**config.mk**
```make
export PLATFORM = sky130hd
export DESIGN_NAME = stack_mem_ctrl
export DESIGN_NICKNAME = d
export VERILOG_FILES = /design/src/rtl/stack_mem_ctrl.sv
export SDC_FILE = /design/constraint.sdc
export NUM_CORES = 2
export LEC_CHECK = 0
export ABC_CLOCK_PERIOD_IN_PS = 5400
export CORE_MARGIN = 2
export CORE_UTILIZATION = 60
export DETAILED_ROUTE_END_ITERATION = 10
export PLACE_DENSITY = 0.78
export SETUP_SLACK_MARGIN = 0.1
export SYNTH_ARGS = -nofsm -noshare
export SYNTH_HDL_FRONTEND = slang
export SYNTH_SLANG_ARGS = --single-unit
```
**constraint.sdc**
```tcl
create_clock -name clk -period 5.4 [get_ports clk]
set_input_delay 1.08 -clock clk [delete_from_list [all_inputs] [get_ports clk]]
set_output_delay 1.08 -clock clk [all_outputs]
set_load 0.01 [all_outputs]
```
**src/rtl/stack_mem_ctrl.sv**
```systemverilog
// stack_mem_ctrl: LIFO stack storage with a valid/ready request/response port.
// Tracks the byte-address stack pointer. It reports full/empty and rejects overflow/underflow.
module stack_mem_ctrl #(
  parameter int DATA_W = 32,
  parameter int DEPTH  = 64,
  parameter int BASE   = 512
) (
  input  logic                     clk,
  input  logic                     rst,
  input  logic                     req_valid,
  output logic                     req_ready,
  input  logic                     req_push,
  input  logic [DATA_W-1:0]        req_data,
  output logic                     rsp_valid,
  input  logic                     rsp_ready,
  output logic [DATA_W-1:0]        rsp_data,
  output logic                     rsp_err,
  output logic [31:0]              sp_out,
  output logic [$clog2(DEPTH):0]   count,
  output logic                     full,
  output logic                     empty
);

  localparam int AW = $clog2(DEPTH);
  localparam int CW = AW + 1;

  localparam logic [31:0]   BASE_C  = 32'(BASE);
  localparam logic [31:0]   STEP_C  = 32'd4;
  localparam logic [CW-1:0] ONE_C   = CW'(1);
  localparam logic [CW-1:0] DEPTH_C = CW'(DEPTH);
  localparam logic [AW-1:0] ONE_A   = AW'(1);

  typedef enum logic [1:0] {
    IDLE,
    READ,
    RESP
  } state_t;

  state_t            state_q;
  logic [31:0]       sp_q;
  logic [CW-1:0]     cnt_q;
  logic              full_q;
  logic              empty_q;
  logic              rdy_q;
  logic              vld_q;
  logic              err_q;
  logic [DATA_W-1:0] data_q;
  logic [DATA_W-1:0] rd_q;
  logic [DATA_W-1:0] mem_q [DEPTH];

  logic          accept;
  logic          do_push;
  logic          do_pop;
  logic [AW-1:0] widx;
  logic [AW-1:0] ridx;

  // Requests are never taken while reset is held, even though ready is 1.
  assign accept  = rst & req_valid & rdy_q;
  assign do_push = accept & req_push & ~full_q;
  assign do_pop  = accept & ~req_push & ~empty_q;

  // Entry index equals count: next free slot for writes, top of stack for reads.
  assign widx = cnt_q[AW-1:0];
  assign ridx = cnt_q[AW-1:0] - ONE_A;

  // Storage write and registered top-of-stack read; contents survive reset.
  always_ff @(posedge clk) begin
    if (do_push) mem_q[widx] <= req_data;
    if (do_pop)  rd_q        <= mem_q[ridx];
  end

  // Control FSM with registered pointer, flags and response outputs.
  always_ff @(posedge clk or negedge rst) begin
    if (!rst) begin
      state_q <= IDLE;
      sp_q    <= BASE_C;
      cnt_q   <= '0;
      full_q  <= 1'b0;
      empty_q <= 1'b1;
      rdy_q   <= 1'b1;
      vld_q   <= 1'b0;
      err_q   <= 1'b0;
      data_q  <= '0;
    end else begin
      unique case (state_q)
        IDLE: begin
          if (req_valid) begin
            rdy_q <= 1'b0;
            unique case (1'b1)
              do_push: begin
                sp_q    <= sp_q + STEP_C;
                cnt_q   <= cnt_q + ONE_C;
                full_q  <= (cnt_q == DEPTH_C - ONE_C);
                empty_q <= 1'b0;
                data_q  <= req_data;
                err_q   <= 1'b0;
                vld_q   <= 1'b1;
                state_q <= RESP;
              end
              do_pop: begin
                sp_q    <= sp_q - STEP_C;
                cnt_q   <= cnt_q - ONE_C;
                full_q  <= 1'b0;
                empty_q <= (cnt_q == ONE_C);
                state_q <= READ;
              end
              default: begin
                data_q  <= '0;
                err_q   <= 1'b1;
                vld_q   <= 1'b1;
                state_q <= RESP;
              end
            endcase
          end
        end
        READ: begin
          data_q  <= rd_q;
          err_q   <= 1'b0;
          vld_q   <= 1'b1;
          state_q <= RESP;
        end
        RESP: begin
          if (rsp_ready) begin
            vld_q   <= 1'b0;
            err_q   <= 1'b0;
            rdy_q   <= 1'b1;
            state_q <= IDLE;
          end
        end
        default: begin
          vld_q   <= 1'b0;
          err_q   <= 1'b0;
          rdy_q   <= 1'b1;
          state_q <= IDLE;
        end
      endcase
    end
  end

  assign req_ready = rdy_q;
  assign rsp_valid = vld_q;
  assign rsp_data  = data_q;
  assign rsp_err   = err_q;
  assign sp_out    = sp_q;
  assign count     = cnt_q;
  assign full      = full_q;
  assign empty     = empty_q;

endmodule

```
Word-level counts from Yosys, hierarchy flattened. Memories as Yosys holds them, arrays and structs flattened. A register that Yosys moved wholly into a read port is not among the register bits. Cells that the tools add are included.

Add/sub/neg operators: 5. Multiply operators: 0. Divide/modulo/power cells: 0. $lt $le $gt $ge: 0. Equality and inequality tests: 7. Shift operators: 0. Mux-type cells: 23. Bitwise logic cells: 10. Reductions and logical operators: 8.

Operators with widths (number): 32-bit one-hot mux with 2 select lines (3); 32-bit by 3-bit adder with 32-bit output (second input constant) (1); 32-bit 2-to-1 mux (1); 32-bit by 3-bit subtractor with 32-bit output (second input constant) (1); 7-bit one-hot mux with 2 select lines (1); 3-bit AND reduction (4); 1-bit 2-to-1 mux (8); 1-bit one-hot mux with 2 select lines (4); 7-bit by 1-bit adder with 7-bit output (second input constant) (1); 7-bit by 1-bit == test with 1-bit output (second input constant) (1); 7-bit by 6-bit == test with 1-bit output (second input constant) (1); 7-bit by 1-bit subtractor with 7-bit output (second input constant) (1); 1-bit bitwise AND (6); 2-bit 2-to-1 mux (3); 2-bit inequality test (second input constant) (3); 1-bit one-hot mux with 3 select lines (2); 2-bit one-hot mux with 3 select lines (1); 6-bit by 1-bit subtractor with 6-bit output (second input constant) (1); 1-bit NOT (4); 2-bit nonzero test (2); 2-bit by 1-bit == test with 1-bit output (second input constant) (1); 2-bit == test (second input constant) (1); 2-bit zero test (1); 2-bit AND reduction (1).

Register bits: 78. Latch bits: 0. RAM bits: 2048. ROM bits: 0. Memories kept: 1.

Memories: mem_q (depth 64, width 32, read ports 1, clocked after Yosys merged registers in 1, wr ports 1, line 49) `logic [DATA_W-1:0] mem_q [DEPTH];`.

Depth between registers and ports, before layout.
Word-level depth: 7. Gate-level depth with buffers: 13. Mapped depth without buffers: 12.

Worst setup path before layout. Ideal clock, no wire load.

Path kind: input-to-reg. Start: input port req_valid. End: register sp_q[20], in the netlist sp_out[20]. Arrival: 4.923 ns. Data required time: 5.267 ns. Path slack: 0.344 ns. Stages on the path: 12. Path buffers: 0. Cells stage by stage: nand3_1 or3_1 clkinv_1 fa_1 a211o_1 a211oi_1 a211oi_1 nand2_1 o211ai_1 a311oi_1 xnor2_1 o21ai_0.

Word-level cells in the longest chain between the ends: 6. Elaborated cells on any way between the ends: 9. Classes of those cells: mux: 1; bitwise: 6; reduce/logical: 2.

Ends and longest elaborated chain: start, declared (line 10) `input logic req_valid,`; 1-bit bitwise AND * (2 in a row) (line 58) `assign accept = rst & req_valid & rdy_q;`; 1-bit bitwise AND * (2 in a row) (line 60) `assign do_pop = accept & ~req_push & ~empty_q;`; net do_pop (line 53) `logic do_pop;`; 2-bit nonzero test (no line); 3-bit AND reduction (no line); end signal, assigned (line 91) `sp_q <= sp_q + STEP_C;`; end signal, assigned (line 101) `sp_q <= sp_q - STEP_C;`; end, declared (line 40) `logic [31:0] sp_q;`.

The timed path passes the listed nets; every way through them passes the cells marked *. A chain may end at the register's enable or synchronous reset.

Final worst setup path.
Start: input port req_valid. End: register sp_q[24], in the netlist sp_out[24].

The elaborated chain is that of the path after synthesis.

==> flow_summary.toml <==
[status]
outcome = "completed"

[place]
place_congestion = 0.886
hpwl_mm = 110
dp_cells = 5428
io_buffers = 110

[sta]
slew_headroom_pct = 12.9
tightest_slew_ns = 1.31
hold_viol = 0
slew_violations = 0
grt_setup_unrepaired = "false"
post-route-period-util_pct = 73.9
min_period_ns = 3.99
finClkSkew_ns = 0.0332
max_clock_freq_ghz = 0.250
finalSetupTns_ns = 0
setup_viol = 0

[die]
num_rows = 136
die_w_microns = 377
die_h_microns = 377
start_util_pct = 60.6
fp.dieArea_sq_um = 142000
core-area_sq_um = 138000
io_pins = 113

[power]
ir_worst_vdd_mv = 0.480
power.density_nw_per_um2 = 533
p_leak_uw = 0.0295

[global_route]
grt_max_degree = 107
grt_pass1_vias = 40800
grt-ovfl-total = 0
grt_util_all_layers_pct = 30.1
grt_pass1_wl_mm = 299
antenna_found_initial = 20

[cts]
cts_tree = "done"
postCtsHoldBufs = 0
clock_path_buffers = 3
ctsResizeCount = 0
insertion_delay_ns = 0.85
post_cts_buffers = 0
path_clk_slew_ns = 0.06
clock-sinks = 2156
cts-root-buf = "clkbuf_16"
numCtsBuffers = 201
htreeDepth = 4

[worst_setup_path]
path_max_fanout = 22
r2r_end = "rd_q[24]"
worst_setup_path_start_kind = "input port"
path_buf_inv = 2
setup.worst_path.start = "req_valid"
r2r_cells = 7
cp-endpoint = "sp_out[24]"
max_stage_delay_ns = 0.53
path_cells = "clkdlybuf4s50_1, nand3_1, or3_1, inv_2, ha_1, a211o_1, a211oi_1, o211a_1, o21ai_1, a21oi_1, o21bai_1, xnor2_1, o21ai_0"
cp.arrival_ns = 4.71
setup.worst_path.class = "in2reg"
rr_startpoint = "count[0]"
crit_cells = 13
required_ns = 6.12
cp-end-kind = "flop"
reg2reg_slack_ns = 1.50
cpMaxStageDelayCell = "clkdlybuf4s50_1"
path_delay_family = "compound AO/OA/AOI/OAI gates"

[synthesis]
synth_top_area_share_pct = 74.8
synth_edf_count = 2080
synth_cell_types = 53
ys_seq_elements = 2156
yosysMostFrequentCell = "edfxtp_1"
synthTopCellsByArea = "edfxtp_1, mux4_2, dfrtp_1, nor2_1, ha_1"
ys.flop_type = "edfxtp_1"
synth_seq_area_share_pct = 77.1
ys_top_cells_by_count = "edfxtp_1, mux4_2, nor2_1"
synth.largest_area_cell = "edfxtp_1"
synthArstFlopShare_pct = 3.53
yosysWarnings = 0
mappedNetlistArea_sq_um = 83500
syn_area_per_cell_sq_um = 23.3
netlist_instances = 3578

[routing]
first_pass_iters = 5
vias = 40300
detail_route.wirelength_mm = 208
wl_per_cell_microns = 35.8
drt_iter0_drc = 5932
ant_nets = 0
drc = 0
vias_per_cell = 6.94

[finish]
multi_input_area_sq_um = 18800
n_fill_cell = 7994
nets = 3906
fin_cells = 5807
area_growth_syn_to_layout_pct = 12.9
drive_above_1_share_pct = 30.0
seqCellArea_sq_um = 64400

[min_path]
hold_class = "in2async"

[run]
maxCapViolCount = 0
## cells by family after synthesis
group,after synthesis,synth area share (%)
buffers and inverters,206,1.05
AOI/OAI and AO/OA,167,1.24
and+or+nand+nor,303,1.55
muxes,675,18.2
xor gates and xnor gates,38,0.399
other,1,0.00449
DFF,2156,77.1
adders and majority gates,32,0.489
## per-layer routing
layer,global-route usage [%],vias to the layer above,share of wire [%]
met5,0,-,0.039
met4,8.80,8,2.9
met3,6.07,388,11
met2,48.3,2808,50
met1,42.8,21300,36
li1,-,15800,-
## through the flow
step | instance area, sq um | setup WS, ns | util [%] | total power, uW | hold slack (ns)
after global routing | 94200 | 1.22 | 68.4 | 51700 | 0.0873
after detailed placement | 87900 | 0.651 | 63.8 | 36500 | 0.515
after CTS | 94200 | 1.52 | 68.4 | 50400 | 0.0501
after floorplan | 83500 | 0.344 | - | 30600 | 0.485
final | 94200 | 1.41 | 68.4 | 50300 | 0.0953
after global placement | 87900 | 0.686 | 63.8 | 36300 | 0.496
## cells in the final DEF, fill, tap and decap left out, types with 9 or more instances in the layout
cell             instances
edfxtp_1              2080
mux4_2                 672
clkbuf_16              203
buf_4                  102
nand2_1                 87
clkdlybuf4s50_1         77
dfrtp_1                 72
nor2_4                  65
nor2_1                  61
clkinv_1                58
nand3_1                 46
o21ai_0                 42
clkbuf_1                42
a21oi_1                 38
a31oi_1                 37
buf_12                  37
clkinv_2                35
buf_2                   32
ha_1                    30
xnor2_1                 20
xor2_1                  14
bufinv_16               14
a21o_1                  13
inv_1                   12
clkinvlp_4              10
nand4_1                  9
## worst register-to-register path: cells and delay by family (launching register included)
kind / cells / cell delay [ns]
adder cells (fa/ha/maj): 1 / 0.61
buffers and inverters: 3 / 0.86
flip-flops: 1 / 0.58
multiplexers: 3 / 1.57
## worst min path at each step
| stage | slack (ns) | end | depth (start not counted) | from |
|---|---|---|---|---|
| 2_1_floorplan | 0.49 | empty | 2 | empty |
| 3_3_place_gp | 0.50 | sp_out[9] | 2 | sp_out[9] |
| 3_5_place_dp | 0.52 | rsp_data[4] | 2 | rd_q[4] |
| 4_1_cts | 0.05 | rsp_data[12] | 1 | rst |
| 5_1_grt | 0.09 | rsp_data[6] | 1 | rst |
| 6_report | 0.1 | rsp_data[6] | 1 | rst |
## state kept, by name (all words and copies together) (netlist names), 2 cells and up
signal    count
rsp_data     32
count         7
rd_q         32
mem_q      2048
sp_out       30
state_q       2
## power by group
group / leakage (uW) / switching (uW) / internal [uW]
clock: 0.00308 / 6150 / 7590
sequential: 0.0197 / 316 / 18700
combinational: 0.00681 / 9140 / 8370
total: 0.0295 / 15600 / 34700
## layout make-up
cell class / instances / share of cell area [%]
antenna: 2 / 0.00531
clock buffer: 245 / 5.56
clock inverter: 132 / 1.16
inverter: 13 / 0.0518
multi-input combinational: 1217 / 20.0
sequential: 2156 / 68.3
tap: 1794 / 2.38
timing repair buffer: 248 / 2.59
Note: power is estimated with default switching activity, not from simulation.
